<file path="config.mk">
export PLATFORM = sky130hd
export DESIGN_NAME = stream_demux2
export DESIGN_NICKNAME = d
export VERILOG_FILES = /design/src/rtl/stream_demux2.sv
export SDC_FILE = /design/constraint.sdc
export NUM_CORES = 1
export LEC_CHECK = 0
export CAP_MARGIN = 20
export CORE_UTILIZATION = 37
export CTS_BUF_LIST = sky130_fd_sc_hd__clkbuf_8 sky130_fd_sc_hd__clkbuf_16
export CTS_CLUSTER_DIAMETER = 150
export DETAILED_ROUTE_END_ITERATION = 7
export PLACE_DENSITY_LB_ADDON = 0.12
export SLEW_MARGIN = 30
export SYNTH_ARGS = -nofsm -noshare
export SYNTH_HDL_FRONTEND = slang
export SYNTH_SLANG_ARGS = --single-unit
</file>
<file path="constraint.sdc">
create_clock -name clk_i -period 1.93 [get_ports clk_i]
set_input_delay 0.193 -clock clk_i [delete_from_list [all_inputs] [get_ports clk_i]]
set_output_delay 0.193 -clock clk_i [all_outputs]
set_load 0.02 [all_outputs]
</file>
<file path="src/rtl/stream_demux2.sv">
// stream_demux2 - 1-to-2 streaming demultiplexer with valid/ready handshakes.
//
// The block splits one producer stream between two consumers. Each input beat
// goes to output 0 or output 1. For a multi-beat packet, the route is locked
// from the first beat until the beat that carries in_last_i. Each output has a
// one-entry register slot. That slot can be refilled in the same cycle that it
// drains, so a consumer that is always ready sees one beat per cycle.
//
// Optional feature macro: STREAM_DEMUX2_STATS_EN
//   defined   : cnt0_o / cnt1_o count completed out0 / out1 handshakes (wrapping)
//   undefined : cnt0_o / cnt1_o are tied to 0 and no counter logic exists
//
// State table:
//   state | meaning
//   IDLE  | no packet in progress; the route comes from in_sel_i
//   LOCK0 | mid-packet, every beat goes to out0, in_sel_i ignored
//   LOCK1 | mid-packet, every beat goes to out1, in_sel_i ignored
//
// Ports:
//   clk_i, reset_n_i                 clock, async active-low reset
//   in_valid_i/in_ready_o            input handshake
//   in_data_i, in_sel_i, in_last_i   beat payload, route select, end-of-packet
//   outK_valid_o/outK_ready_i        output handshake, K = 0,1
//   outK_data_o, outK_last_o         slot contents
//   busy_o                           a packet is locked (state != IDLE)
//   cnt0_o, cnt1_o                   per-output handshake counters

module stream_demux2 #(
    parameter int WIDTH = 8,
    parameter int CNT_W = 16
) (
    input  logic             clk_i,
    input  logic             reset_n_i,
    input  logic             in_valid_i,
    output logic             in_ready_o,
    input  logic [WIDTH-1:0] in_data_i,
    input  logic             in_sel_i,
    input  logic             in_last_i,
    output logic             out0_valid_o,
    input  logic             out0_ready_i,
    output logic [WIDTH-1:0] out0_data_o,
    output logic             out0_last_o,
    output logic             out1_valid_o,
    input  logic             out1_ready_i,
    output logic [WIDTH-1:0] out1_data_o,
    output logic             out1_last_o,
    output logic             busy_o,
    output logic [CNT_W-1:0] cnt0_o,
    output logic [CNT_W-1:0] cnt1_o
);

    typedef enum logic [1:0] {
        IDLE  = 2'd0,
        LOCK0 = 2'd1,
        LOCK1 = 2'd2
    } state_t;

    state_t           state_q, state_d;
    logic             slot0_valid_q, slot0_valid_d;
    logic [WIDTH-1:0] slot0_data_q, slot0_data_d;
    logic             slot0_last_q, slot0_last_d;
    logic             slot1_valid_q, slot1_valid_d;
    logic [WIDTH-1:0] slot1_data_q, slot1_data_d;
    logic             slot1_last_q, slot1_last_d;

    logic target;
    logic accept;
    logic hs0;
    logic hs1;

    always_comb begin
        target = in_sel_i;
        if (state_q == LOCK0) target = 1'b0;
        if (state_q == LOCK1) target = 1'b1;
    end

    // A slot can take a new beat when it is empty or is being drained in the
    // same cycle. This gives a combinational path from outK_ready_i to in_ready_o.
    assign in_ready_o = target ? (!slot1_valid_q || out1_ready_i)
                               : (!slot0_valid_q || out0_ready_i);
    assign accept     = in_valid_i && in_ready_o;
    assign hs0        = slot0_valid_q && out0_ready_i;
    assign hs1        = slot1_valid_q && out1_ready_i;

    always_comb begin
        state_d       = state_q;
        slot0_valid_d = slot0_valid_q;
        slot0_data_d  = slot0_data_q;
        slot0_last_d  = slot0_last_q;
        slot1_valid_d = slot1_valid_q;
        slot1_data_d  = slot1_data_q;
        slot1_last_d  = slot1_last_q;

        if (accept) begin
            if (state_q == IDLE) begin
                if (!in_last_i) state_d = in_sel_i ? LOCK1 : LOCK0;
            end else if (in_last_i) begin
                state_d = IDLE;
            end
        end

        // The drain is applied first. A load in the same cycle then overrides
        // it, so valid stays high and the new beat replaces the old one.
        if (hs0) slot0_valid_d = 1'b0;
        if (hs1) slot1_valid_d = 1'b0;
        if (accept && !target) begin
            slot0_valid_d = 1'b1;
            slot0_data_d  = in_data_i;
            slot0_last_d  = in_last_i;
        end
        if (accept && target) begin
            slot1_valid_d = 1'b1;
            slot1_data_d  = in_data_i;
            slot1_last_d  = in_last_i;
        end
    end

    always_ff @(posedge clk_i or negedge reset_n_i) begin
        if (!reset_n_i) begin
            state_q       <= IDLE;
            slot0_valid_q <= 1'b0;
            slot0_data_q  <= '0;
            slot0_last_q  <= 1'b0;
            slot1_valid_q <= 1'b0;
            slot1_data_q  <= '0;
            slot1_last_q  <= 1'b0;
        end else begin
            state_q       <= state_d;
            slot0_valid_q <= slot0_valid_d;
            slot0_data_q  <= slot0_data_d;
            slot0_last_q  <= slot0_last_d;
            slot1_valid_q <= slot1_valid_d;
            slot1_data_q  <= slot1_data_d;
            slot1_last_q  <= slot1_last_d;
        end
    end

    assign out0_valid_o = slot0_valid_q;
    assign out0_data_o  = slot0_data_q;
    assign out0_last_o  = slot0_last_q;
    assign out1_valid_o = slot1_valid_q;
    assign out1_data_o  = slot1_data_q;
    assign out1_last_o  = slot1_last_q;
    assign busy_o       = (state_q != IDLE);

`ifdef STREAM_DEMUX2_STATS_EN
    logic [CNT_W-1:0] cnt0_q, cnt0_d;
    logic [CNT_W-1:0] cnt1_q, cnt1_d;

    // The counters wrap naturally at 2^CNT_W.
    always_comb begin
        cnt0_d = cnt0_q + CNT_W'(hs0);
        cnt1_d = cnt1_q + CNT_W'(hs1);
    end

    always_ff @(posedge clk_i or negedge reset_n_i) begin
        if (!reset_n_i) begin
            cnt0_q <= '0;
            cnt1_q <= '0;
        end else begin
            cnt0_q <= cnt0_d;
            cnt1_q <= cnt1_d;
        end
    end

    assign cnt0_o = cnt0_q;
    assign cnt1_o = cnt1_q;
`else
    assign cnt0_o = '0;
    assign cnt1_o = '0;
`endif

endmodule

</file>
Word-level counts from Yosys, hierarchy flattened:

Index checks and enable logic that the tools add are counted.

* output and inout port bits: 54
* register bits after elaboration: 22
* input port bits: 15
* logic and storage cells: 37

* reduce and logical (&&, ||, !) cells: 16
* equality and inequality tests: 3
* mux-type cells: 11

Operators by type and width (count)
* $mux W2: 4
* $reduce_bool A2 Y1: 4
* $mux W1: 7
* $logic_and A1 B1 Y1: 5
* $logic_not A1 Y1: 3
* $reduce_and A3 Y1: 1
* $eq A2 B1 Y1 const B: 1
* $eq A2 B2 Y1 const B: 1
* $logic_not A2 Y1: 1
* $logic_or A1 B1 Y1: 2
* $ne A2 B2 Y1 const B: 1

Depth between registers and ports, before layout:

* word-level depth: 7
* mapped depth: 5
* depth with buffers taken out: 4

Least setup slack after synthesis:

No wires, ideal clock.

* path kind: flip-flop to flip-flop
* start point: register slot0_valid_q, in the netlist out0_valid_o
* end point: register slot0_data_q[0], in the netlist out0_data_o[0]
* clock period less this slack: 1.663 ns
* arrival time: 1.538 ns
* path slack: 0.267 ns
* stages on the path, launching flop included: 6
* path buffers: 1
* required time: 1.805 ns
* path through: dfrtp_1 -> nor2b_1 -> a211o_1 -> or2_1 -> buf_6 -> mux2_4

* cells in the longest elaborated chain, start to end: 5

Ends and longest elaborated chain
* start, declared: RTL line 59 `logic slot0_valid_q, slot0_valid_d;`
* start signal, assigned: RTL line 129 `slot0_valid_q <= slot0_valid_d;`
* $logic_not A1 Y1: RTL line 80 `: (!slot0_valid_q || out0_ready_i);`
* $logic_or A1 B1 Y1: RTL line 80
* $mux W1: RTL line 79 `assign in_ready_o = target ? (!slot1_valid_q || out1_ready_i)`
* $logic_and A1 B1 Y1: RTL line 81 `assign accept = in_valid_i && in_ready_o;`
* $logic_and A1 B1 Y1: RTL line 106 `if (accept && !target) begin`
* end signal, assigned: RTL line 130 `slot0_data_q <= slot0_data_d;`
* end, declared: RTL line 60 `logic [WIDTH-1:0] slot0_data_q, slot0_data_d;`

Every way passes these cells.
A chain may end at the register's enable or synchronous reset.

Final worst setup path:

* start point: register state_q[1]
* end point: output port in_ready_o

* cells in the longest elaborated chain, start to end: 4
* elaborated cells on any way between the ends: 5

Ends and longest elaborated chain
* start, declared: RTL line 58 `state_t state_q, state_d;`
* start signal, assigned: RTL line 128 `state_q <= state_d;`
* $eq A2 B1 Y1: RTL line 73 `if (state_q == LOCK0) target = 1'b0;`
* $mux W1: RTL line 73
* $mux W1 (*): RTL line 74 `if (state_q == LOCK1) target = 1'b1;`
* $mux W1 (*): RTL line 79
* end, declared: RTL line 35 `output logic in_ready_o,`

Mark *: on every way between the ends. The rest lies on a longest branch, timed or not.

==> flow_summary.json <==
{
  "grt_pass1_wl_um": 3040,
  "cts_buffers": 3,
  "synth_cell_type_count": 22,
  "power_w": 0.00247,
  "synth_top_area_cell": "dfrtp_1",
  "synthCells": 98,
  "cp_slowest_cell": "dfrtp_1",
  "drt-vias-per-instance": 3.95,
  "diodes": 0,
  "worstPathCellList": "nand2b_1 > a211o_1 > nand2_1 > dlygate4sd2_1",
  "synth_warnings": 0,
  "worstSkewPairLatency_ns": 0.25,
  "worstPathRequired_ns": 1.74,
  "power_density_nw_per_um2": 1580,
  "p_sw_w": 0.000883,
  "p_clk_frac": 0.127,
  "grt_max_degree": 23,
  "yosys.area.top_type_share": 0.463,
  "clkTransAtPathRegs_ns": 0.08,
  "dieHeight_um": 58.7,
  "synth_area_per_cell_um2": 12.1,
  "swShare": 0.358,
  "route.detailed.drc": 0,
  "r2r_start": "state_q[1]$_DFFE_PN0P_",
  "drtPass1Iterations": 3,
  "outcome": "complete, no violations",
  "final_common_cell": "clkdlybuf4s50_1",
  "rsz0062_at_grt": "no",
  "ant_nets": 0,
  "fin_crit_sh": 0.926,
  "antenna_found_initial": 0,
  "skew_ns": 0.00397,
  "worstHoldPathType": "primary input to async pin",
  "portBuffers": 36,
  "met1Wirelength_um": 840,
  "finalSetupTns_ns": 0,
  "areaGrowthSynthToFinish_pct": 31.5,
  "place_hpwl_um": 1460,
  "p_comb_frac": 0.546,
  "cts_hold_buf": 0,
  "cp-startpoint": "state_q[1]$_DFFE_PN0P_",
  "maxCapViolations": 0,
  "p_seq_frac": 0.327,
  "drt-initial-drc-count": 9,
  "met2_length_um": 893,
  "slew_viol_final": 0,
  "finalHoldViolCount": 0,
  "crit_path_max_fanout": 4,
  "cts.htree.levels": 1,
  "setup_ws_ns": 0.143,
  "slowest_delay_ns": 0.41,
  "cp_data_arrival_time_ns": 1.59,
  "wl_um": 1870,
  "pre_cts_slack_ns": 0.0270,
  "die_area_um2": 3450,
  "cp-end-kind": "output pin",
  "synth_area_um2": 1190,
  "cts_tree": "built",
  "num_vias": 722,
  "routabilityCongestion": 0.721,
  "finalHoldWorstSlack_ns": 0.293,
  "top_layer": "met3",
  "wl_met3_um": 140,
  "grt_overflow_total": 0,
  "track_usage": 0.119,
  "num_io_pins": 69,
  "irDropWorstVdd_mv": 0.551,
  "yosys_register_bits": 22,
  "wl_per_cell_um": 10.2,
  "grt_pass1_vias": 671,
  "power.internal_w": 0.00159,
  "cp-start-kind": "flop",
  "fmax_ghz": 0.560,
  "core_region_area_um2": 3050,
  "worstSetupPathType": "flop to output pin",
  "ys_top_cells_by_area": "dfrtp_1, buf_4, mux2_4, mux2_1, nand2b_1",
  "layout_min_cycle_time_ns": 1.79,
  "start_util": 0.390,
  "synth_seq_area_share": 0.463,
  "clockBufferDepth": 2,
  "nets": 155,
  "die_w_um": 58.7,
  "cts.sinks": 22,
  "drive_gt1_frac": 0.129,
  "layout_common_cells": "clkdlybuf4s50_1, conb_1, dfrtp_1",
  "setup-violations-final": 0,
  "clockRootBuffer": "clkbuf_8",
  "row_count": 20,
  "power_leakage_nw": 0.752
}
==> per-stage QoR <==
stage,std cells,cell area [um2],utilization
after CTS,183,1570,0.513
after detailed placement,179,1510,0.495
after global placement,179,1510,0.495
after floorplan,129,1310,-
after global routing,183,1570,0.513
final,183,1570,0.513
==> timing repair <==
| action | in CTS | in global routing |
|---|---|---|
| resized for setup | 1 | 0 |
| endpoints found under the setup margin | 1 | 0 |
| setup buffers | 0 | 0 |
==> power groups by stage <==
| stage | clock network, W | registers, W | logic, W |
|---|---|---|---|
| final | 0.000314 | 0.000807 | 0.00135 |
| after global routing | 0.000355 | 0.000839 | 0.00144 |
| after CTS | 0.000330 | 0.000811 | 0.00136 |
| after detailed placement | 0 | 0.000820 | 0.00136 |
| after global placement | 0 | 0.000816 | 0.00135 |
| after floorplan | 0 | 0.00107 | 0.000554 |
==> layout make-up <==
type | instances | area [um2]
Fill cell | 270 | 1490
Timing Repair Buffer | 41 | 409
Clock buffer | 4 | 55.1
Inverter | 1 | 3.75
Multi-Input combinational cell | 71 | 492
Tap cell | 44 | 55.1
Sequential cell | 22 | 551
==> Yosys cell counts, drive strengths merged <==
cell / count
xor2: 1
and2b: 1
o211ai: 1
buf: 34
conb: 1
nor2: 1
a211o: 1
clkbuf: 1
a211oi: 1
a22o: 1
nand2: 4
nor2b: 1
dfrtp: 22
nor3: 1
nand2b: 3
mux2: 19
a21o: 1
inv: 1
or2: 3
==> metal layers <==
layer  up-vias  GRT usage
met2        34      0.197
met4         0     0.0306
met3         0     0.0308
met1       347      0.156
met5         -          0
li1        341          -
==> path summary, 6_finish.rpt <==
| path | to | slack [ns] | cells past startpoint |
|---|---|---|---|
| max in group asynchronous | state_q[0]$_DFFE_PN0P_ | 1.42 | 2 |
| worst max register to register | out0_data_o[6]$_DFFE_PN0P_ | 0.19 | 5 |
| worst min-delay path | out1_data_o[5]$_DFFE_PN0P_ | 0.29 | 2 |
| min in group clk_i | out1_data_o[0]$_DFFE_PN0P_ | 0.49 | 1 |
| worst min register to register | out1_data_o[0]$_DFFE_PN0P_ | 0.49 | 1 |
| worst max-delay path | in_ready_o | 0.14 | 4 |
==> worst max-delay path, delay by kind of cell, from the launching register on <==
| kind | cells | cell delay [ns] |
|---|---|---|
| compound gates | 1 | 0.33 |
| buf+inv | 1 | 0.33 |
| simple gates | 2 | 0.27 |
| flops | 1 | 0.41 |
==> kinds of logic after synthesis <==
family,Yosys count,share of synthesized area
buf+inv,36,0.222
flops,22,0.463
mux,19,0.208
simple gates,14,0.0631
compound gates,5,0.0337
xor+xnor,1,0.00736
other cells,1,0.00315
==> state kept, by name, summed over array words and instances (netlist names) <==
signal / count
out1_data_o: 8
out0_data_o: 8
out1_valid_o: 1
out0_valid_o: 1
out1_last_o: 1
state_q: 2
out0_last_o: 1
No activity file was read; power rests on OpenSTA's default activity.
